[src/rtl/pulse_train_generator_pkg.sv]
// rtl/pulse_train_generator_pkg.sv - shared types and helpers for the pulse train generator
//
// Purpose : state encoding for the train FSM and the zero-length rule helper.
// Ports   : none (package).

package pulse_train_generator_pkg;

  // Widest CNT_W the helper below supports; fields are zero-extended to this.
  localparam int MAX_CNT_W = 32;

  typedef enum logic [1:0] {
    ST_IDLE = 2'd0,
    ST_HIGH = 2'd1,
    ST_LOW  = 2'd2,
    ST_DONE = 2'd3
  } state_t;

  // A programmed phase length of 0 behaves as 1 cycle.
  function automatic logic [MAX_CNT_W-1:0] max1(input logic [MAX_CNT_W-1:0] value);
    logic [MAX_CNT_W-1:0] one;
    one = {{(MAX_CNT_W-1){1'b0}}, 1'b1};
    return (value == '0) ? one : value;
  endfunction

endpackage

[src/rtl/pulse_train_generator_phase_counter.sv]
// rtl/pulse_train_generator_phase_counter.sv - loadable down-counter with zero flag for phase timing
//
// Purpose : times one HIGH or LOW phase. Loaded with (length-1); the phase
//           ends in the cycle where zero is seen.
// Ports   :
//   clock       in   system clock
//   reset_n     in   asynchronous active-low reset
//   load        in   load load_value this edge (takes priority over dec)
//   load_value  in   CNT_W value to load
//   dec         in   decrement this edge (saturates at 0)
//   zero        out  count is 0

module pulse_train_generator_phase_counter #(
  parameter int CNT_W = 8
) (
  input  logic             clock,
  input  logic             reset_n,
  input  logic             load,
  input  logic [CNT_W-1:0] load_value,
  input  logic             dec,
  output logic             zero
);

  logic [CNT_W-1:0] count;

  always_ff @(posedge clock or negedge reset_n) begin
    if (!reset_n) begin
      count <= '0;
    end else if (load) begin
      count <= load_value;
    end else if (dec && (count != '0)) begin
      count <= count - CNT_W'(1);
    end
  end

  assign zero = (count == '0);

endmodule

[src/rtl/pulse_train_generator.sv]
// rtl/pulse_train_generator.sv - programmable train of N pulses, H cycles high, L cycles low between
//
// Purpose : on start, emits N pulses of max(H,1) high cycles separated by
//           max(L,1) low cycles, then a one-cycle done strobe. No gap follows
//           the last pulse. All outputs come straight from flops.
// Ports   :
//   clock        in   system clock, rising edge
//   reset_n      in   asynchronous active-low reset
//   start        in   request, sampled only while not busy
//   abort        in   ends an active train without done; beats start
//   pulse_count  in   CNT_W  number of pulses N (sampled with start)
//   high_cycles  in   CNT_W  high width H (sampled with start, 0 -> 1)
//   low_cycles   in   CNT_W  gap width L (sampled with start, 0 -> 1)
//   pulse_out    out  generated waveform
//   busy         out  train in progress
//   done         out  one-cycle strobe on normal completion

module pulse_train_generator
  import pulse_train_generator_pkg::*;
#(
  parameter int CNT_W = 8
) (
  input  logic             clock,
  input  logic             reset_n,
  input  logic             start,
  input  logic             abort,
  input  logic [CNT_W-1:0] pulse_count,
  input  logic [CNT_W-1:0] high_cycles,
  input  logic [CNT_W-1:0] low_cycles,
  output logic             pulse_out,
  output logic             busy,
  output logic             done
);

  state_t           state;
  state_t           state_next;

  // Latched phase reloads (length-1) and pulses still to be started.
  logic [CNT_W-1:0] high_m1;
  logic [CNT_W-1:0] low_m1;
  logic [CNT_W-1:0] remaining;
  logic [CNT_W-1:0] remaining_next;

  logic [CNT_W-1:0] high_m1_in;
  logic [CNT_W-1:0] low_m1_in;
  logic             accept;

  logic             pc_load;
  logic [CNT_W-1:0] pc_load_value;
  logic             pc_dec;
  logic             pc_zero;

  // max1() keeps the result >= 1, so subtracting 1 never wraps; an all-ones
  // field becomes all-ones minus one, i.e. the full 2^CNT_W-1 cycle phase.
  assign high_m1_in = CNT_W'(max1(MAX_CNT_W'(high_cycles))) - CNT_W'(1);
  assign low_m1_in  = CNT_W'(max1(MAX_CNT_W'(low_cycles)))  - CNT_W'(1);

  pulse_train_generator_phase_counter #(
    .CNT_W (CNT_W)
  ) u_phase_counter (
    .clock      (clock),
    .reset_n    (reset_n),
    .load       (pc_load),
    .load_value (pc_load_value),
    .dec        (pc_dec),
    .zero       (pc_zero)
  );

  always_comb begin
    state_next     = state;
    remaining_next = remaining;
    pc_load        = 1'b0;
    pc_load_value  = '0;
    pc_dec         = 1'b0;
    accept         = 1'b0;

    unique case (state)
      // DONE accepts start exactly like IDLE so trains can run back to back.
      ST_IDLE, ST_DONE: begin
        state_next = ST_IDLE;
        if (start && !abort) begin
          accept = 1'b1;
          if (pulse_count == '0) begin
            state_next = ST_DONE;
          end else begin
            state_next     = ST_HIGH;
            pc_load        = 1'b1;
            pc_load_value  = high_m1_in;
            remaining_next = pulse_count - CNT_W'(1);
          end
        end
      end

      ST_HIGH: begin
        if (abort) begin
          state_next = ST_IDLE;
        end else if (pc_zero) begin
          if (remaining == '0) begin
            state_next = ST_DONE;
          end else begin
            state_next    = ST_LOW;
            pc_load       = 1'b1;
            pc_load_value = low_m1;
          end
        end else begin
          pc_dec = 1'b1;
        end
      end

      ST_LOW: begin
        if (abort) begin
          state_next = ST_IDLE;
        end else if (pc_zero) begin
          state_next     = ST_HIGH;
          pc_load        = 1'b1;
          pc_load_value  = high_m1;
          remaining_next = remaining - CNT_W'(1);
        end else begin
          pc_dec = 1'b1;
        end
      end

      default: begin
        state_next = ST_IDLE;
      end
    endcase
  end

  // Outputs are registered from the next-state decode so each is a plain flop.
  always_ff @(posedge clock or negedge reset_n) begin
    if (!reset_n) begin
      state     <= ST_IDLE;
      remaining <= '0;
      high_m1   <= '0;
      low_m1    <= '0;
      pulse_out <= 1'b0;
      busy      <= 1'b0;
      done      <= 1'b0;
    end else begin
      state     <= state_next;
      remaining <= remaining_next;
      if (accept) begin
        high_m1 <= high_m1_in;
        low_m1  <= low_m1_in;
      end
      pulse_out <= (state_next == ST_HIGH);
      busy      <= (state_next == ST_HIGH) || (state_next == ST_LOW);
      done      <= (state_next == ST_DONE);
    end
  end

endmodule

[config.mk]
export PLATFORM = sky130hd
export DESIGN_NAME = pulse_train_generator
export DESIGN_NICKNAME = d
export VERILOG_FILES = /design/src/rtl/pulse_train_generator_pkg.sv /design/src/rtl/pulse_train_generator_phase_counter.sv /design/src/rtl/pulse_train_generator.sv
export SDC_FILE = /design/constraint.sdc
export NUM_CORES = 1
export LEC_CHECK = 0
export BUFFER_PORTS_ARGS = -buffer_cell sky130_fd_sc_hd__buf_2
export CAP_MARGIN = 15
export CORE_UTILIZATION = 53
export CTS_CLUSTER_DIAMETER = 60
export CTS_CLUSTER_SIZE = 25
export DETAILED_ROUTE_END_ITERATION = 10
export PLACE_DENSITY_LB_ADDON = 0.15
export SLEW_MARGIN = 10
export SYNTH_ARGS = -nofsm -noshare
export SYNTH_HDL_FRONTEND = slang
export SYNTH_SLANG_ARGS = --single-unit
[constraint.sdc]
create_clock -name clock -period 3.11 [get_ports clock]
set_clock_uncertainty 0.05 [all_clocks]
set_input_delay 0.1555 -clock clock [delete_from_list [all_inputs] [get_ports clock]]
set_output_delay 0.1555 -clock clock [all_outputs]
set_load 0.05 [all_outputs]
---- Word level (Yosys, flattened, before mapping) ----
Index checks and enable logic that the tools add are counted.
word-level totals
  flip-flop bits (word level) ............. 37
  latch bits .............................. 0
  bits in writable memories ............... 0
  ROM bits ................................ 0
  input bits .............................. 28
  output and inout bits ................... 3
  logic and storage cells ................. 77
  memories kept ........................... 0
operators by class
  $add $sub $neg .......................... 5
  multipliers ............................. 0
  div/mod/pow operators ................... 0
  magnitude comparators ................... 0
  equality and inequality tests ........... 10
  shifts and indexed selects .............. 0
  multiplexer cells ....................... 38
  bitwise logic cells ..................... 0
  reduce and logical (&&, ||, !) cells .... 16
operators by type and width
  operator                                           count
  2-to-1 mux 8 bit                                   15
  zero test 8 bit                                    5
  subtractor 8 x 1 -> 8 bit (second input constant)  5
  case mux 8 bit (3 select lines)                    1
  case mux 8 bit (2 select lines)                    1
  2-to-1 mux 1 bit                                   13
  2-to-1 mux 2 bit                                   6
  == test 2 bit (second input constant)              4
  inequality test 2 bit (second input constant)      4
  nonzero test 8 bit                                 1
  case mux 2 bit (3 select lines)                    1
  AND reduction 5 bit                                1
  == test 2 x 1 -> 1 bit (second input constant)     2
  nonzero test 2 bit                                 2
  OR reduction 2 bit                                 2
  case mux 1 bit (3 select lines)                    1
  logical AND 1 bit                                  2
  zero test 2 bit                                    1
  zero test 1 bit                                    1
  logical OR 1 bit                                   1

---- Longest topological paths before layout ----
  depth in word-level cells ............... 7
  mapped depth ............................ 11
  depth with buffers taken out ............ 9

---- Hierarchy ----
A second synthesis with hierarchy kept.
unflattened totals
  cells, all modules ...................... 282
  area total of the unflattened synthesis .. 2458.6 um2
by module, submodules not included
  module                               instances  cells each  area an instance (um2)
  pulse_train_generator                1          214         1883.1
  pulse_train_generator_phase_counter  1          68          575.6

---- Least setup slack after synthesis ----
No wires, ideal clock.
  kind .................................... register to register
  start point ............................. register state[0]
  end point ............................... register remaining[6]
  data arrival time ....................... 2.358 ns
  slack ................................... 0.573 ns
  cell stages (with the launch flop) ...... 12
  buffers on the path ..................... 2
  period minus slack after synthesis ...... 2.537 ns
  cells stage by stage .................... dfrtp_1 > inv_1 > ha_1 > buf_4 > buf_2 > mux2i_1 > ha_1 > nor4bb_1 > a22o_1 > xor2_1 > o32ai_1 > a21oi_1
on the way
  longest elaborated chain between the ends .. 4
RTL lines
  item                                                                          RTL line                      source
  from (decl)                                                                   pulse_train_generator.sv:35   state_t state;
  from (signal assigned)                                                        pulse_train_generator.sv:140  state <= state_next;
  == test 2 bit / zero test 2 bit (equally long branches)                       pulse_train_generator.sv:77   unique case (state)
  OR reduction 2 bit                                                            pulse_train_generator.sv:77
  inequality test 2 bit (no line) / nonzero test 2 bit (equally long branches)  --
  AND reduction 5 bit (no line)                                                 --
  to (signal assigned)                                                          pulse_train_generator.sv:141  remaining <= remaining_next;
  to (decl)                                                                     pulse_train_generator.sv:41   logic [CNT_W-1:0] remaining;
Several ways; a longest one is shown, not always the timed one.
A chain may end at the register's enable or synchronous reset.

---- Final worst setup path ----
  start point ............................. register u_phase_counter.count[0]
  end point ............................... register remaining[3]
on the way
  longest elaborated chain between the ends .. 3
RTL lines
  item                             RTL line                                   source
  from (decl)                      pulse_train_generator_phase_counter.sv:24  logic [CNT_W-1:0] count;
  from (signal assigned)           pulse_train_generator_phase_counter.sv:30  count <= load_value;
  from (signal assigned)           pulse_train_generator_phase_counter.sv:32  count <= count - CNT_W'(1);
  zero test 8 bit                  pulse_train_generator_phase_counter.sv:36  assign zero = (count == '0);
  inequality test 2 bit (no line)  --
  AND reduction 5 bit (no line)    --
Every way passes these cells.

==> results.yml <==
clocking:
  cts.sinks: 37
  cts_setup_buffers: 0
  root_buffer: "clkbuf_8"
  h-tree-depth: 2
  clockBufferDepth: 2
  cts.clk_slew.worst_paths_ns: 0.08
  insertion_delay_ns: 0.30
  cts_tree: "built"
  cts_made_buffers: 5
final_layout:
  fin_nets: 347
  syn2layout_area_growth_pct: 15.3
  instances_no_fill: 364
  final_layout_size_suffix_gt1_share_pct: 18.3
  antennaDiodeCount: 0
  filler_cell_count: 371
placement:
  dpl_worst_slack_ns: 0.476
  dp_cells: 355
  port_buffers: 30
  place_hpwl_um: 4210
  place_congestion: 0.952
worst_setup_path:
  crit_required_ns: 3.30
  r2r_start: "u_phase_counter.count[0]$_DFFE_PN0P_"
  crit_chain: "inv_1 > ha_1 > or4b_1 > or4_1 > a22oi_4 > o32a_2 > o311a_1"
  critPathMaxStageDelay_ns: 0.65
  critPathLaunchType: "flop"
  slowest_stage: "or4_1"
  end_kind: "flop"
  reg2reg_to: "remaining[3]$_DFFE_PN0P_"
  path_max_fanout: 8
  r2r_cells: 7
  critPathArrivalTime_ns: 2.90
  critPathKind: "reg2reg"
  r2r_setup_slack_ns: 0.41
die:
  die_y_um: 69.5
  pin_count: 31
  fp.coreArea_um2: 4350
  die_area_um2: 4830
  initial_core_util_pct: 55.5
  row_count: 24
  die_w_um: 69.5
yosys:
  synthXorXnorAreaFrac_pct: 5.80
  synth_warnings: 0
  synth_nets: 312
  synth_compound_area_share_pct: 23.6
  synth_cell_types: 53
  synth_fa_ha_area_share_pct: 4.15
  synth_top_family_by_area: "compound AO/OA/AOI/OAI gates"
  synth-seq-area-share_pct: 38.3
  synthesis.area_um2: 2410
  synth_ff_type: "dfrtp_1"
  syn_area_per_cell_um2: 8.75
  yosys_register_bits: 37
  synthMuxAreaShare_pct: 3.42
  synthSimpleGateAreaFrac_pct: 20.2
  synthCells: 276
  async_flop_share_pct: 100
  synth-edff-count: 0
worst_hold_path:
  min_path_cells: 3
  whs_endpoint: "low_m1[7]$_DFFE_PN0P_"
  hp-start: "low_cycles[7]"
  hp-class: "in2reg"
global_route:
  track_usage_pct: 25.4
  grt_use_met2_pct: 40.5
  grt-ovfl-total: 0
  grt_pass1_vias: 2112
  antenna_found_initial: 0
  grt_util_met3_pct: 4.51
  grt_pass1_wl_um: 9710
  grt.busiest_layer: "met2"
  use_met1_pct: 35.9
  grt_start_max_net_pins: 38
sta:
  hold_ws_ns: 0.0880
  setup_viol: 0
  hold_violations: 0
  period_minus_slack_ns: 2.70
  post-route-period-util_pct: 86.9
  setup_slack_ns: 0.406
  slew_viol_final: 0
  fin_setup_tns_ns: 0
  slew_headroom_pct: 45.1
  tightest_slew_ns: 0.823
  fmax_mhz: 370
  rsz0062_at_grt: "false"
route:
  post-route-drc-count: 0
  drtIter0Drc: 117
  vias: 2214
  wl_per_cell_um: 15.3
  vias_per_cell: 6.08
  drt_first_pass_iters: 4
  drt_wl_total_um: 5580
  ant_nets: 0
power:
  leakage_nw: 1.18
  powerDensity_nw_per_um2: 497
  ir_drop_mv: 0.307
run_status:
  status: "finished clean"
run:
  maxCapViolations: 0
==> Yosys cell counts (3+ instances only) <==
cell	number	area (um2)
clkbuf_1	6	22.5
dfrtp_1	37	926
inv_1	16	60.1
ha_1	8	100
o211ai_1	3	22.5
nor3b_1	3	22.5
nor4_1	8	50.1
o21a_1	3	22.5
nor3_1	14	70.1
a22oi_1	7	52.6
nor2_1	23	86.3
o32ai_1	4	35.0
a31oi_1	3	18.8
a21oi_1	12	60.1
xor2_1	9	78.8
mux2i_1	6	60.1
a2bb2oi_1	3	26.3
buf_2	4	20.0
o21ai_0	24	120
nand2_1	35	131
xnor2_1	7	61.3
==> cell families after synthesis <==
group           count (synthesis)
mux                             8
fa+ha+maj                       8
xor+xnor                       16
flops                          37
simple gates                   99
compound gates                 81
buf+inv                        27
==> metrics by stage <==
step           power (mW)  cell area (um2)  utilization [%]
2_1_floorplan       0.795             2410                -
3_3_place_gp        0.888             2640             60.6
3_5_place_dp        0.894             2640             60.6
4_1_cts              1.39             2780             63.9
5_1_grt              1.46             2780             63.9
6_report             1.38             2780             63.9
==> layout make-up <==
cell class	instances	area, um2	share of cell area, %
clock buffer	5	68.8	2.47
tap	52	65.1	2.34
timing repair buffer	39	220	7.91
clock inverter	3	65.1	2.34
multi-input combinational	212	1380	49.5
sequential	37	926	33.3
inverter	16	60.1	2.16
==> critical path: cells and delay by family, from the launching register on <==
kind / cells / cell delay [ns]
buffers and inverters: 1 / 0.11
AO/OA/AOI/OAI: 3 / 0.68
flip-flops: 1 / 0.39
adder cells (fa/ha/maj): 1 / 0.19
AND/OR/NAND/NOR: 2 / 1.23
==> how the worst max path moves through the flow <==
stage | to | start
after floorplan | remaining[6]$_DFFE_PN0P_ | state[0]$_DFF_PN0_
after global placement | remaining[3]$_DFFE_PN0P_ | u_phase_counter.count[0]$_DFFE_PN0P_
after global routing | remaining[6]$_DFFE_PN0P_ | state[0]$_DFF_PN0_
after CTS | remaining[3]$_DFFE_PN0P_ | u_phase_counter.count[0]$_DFFE_PN0P_
final | remaining[3]$_DFFE_PN0P_ | u_phase_counter.count[0]$_DFFE_PN0P_
after detailed placement | remaining[3]$_DFFE_PN0P_ | u_phase_counter.count[0]$_DFFE_PN0P_
==> metal layers <==
metal	part of all wire (%)	up-vias
li1	-	1088
met1	48	1047
met2	46	75
met3	6.2	4
met4	0.65	0
met5	0	-
==> layout by cell type, fill, tap and decap left out, drive strengths merged, types with 4 or more instances in the layout <==
cell type / n
buf: 38
dfrtp: 37
nand2: 35
o21ai: 25
nor2: 23
inv: 16
nor3: 14
a21oi: 12
xor2: 9
nor4: 8
ha: 8
a22oi: 8
xnor2: 7
mux2i: 6
clkbuf: 5
o32ai: 4
==> timing repair <==
action                                 CTS  global route
gates resized for setup                  0             0
endpoints found under the hold margin   37             0
hold buffers                             1             0
==> power by group <==
| group | switching, mW | total, mW | internal (mW) | leakage (nW) |
|---|---|---|---|---|
| Combinational | 0.147 | 0.263 | 0.116 | 0.664 |
| Clock | 0.178 | 0.496 | 0.319 | 0.0681 |
| Sequential | 0.0680 | 0.626 | 0.557 | 0.446 |
| Total | 0.393 | 1.38 | 0.992 | 1.18 |
==> state kept, by name, summed over array words and instances (netlist names) <==
name / flops
busy: 1
done: 1
high_m1: 8
low_m1: 8
pulse_out: 1
remaining: 8
state: 2
u_phase_counter.count: 8
No activity file was read; power rests on OpenSTA's default activity.
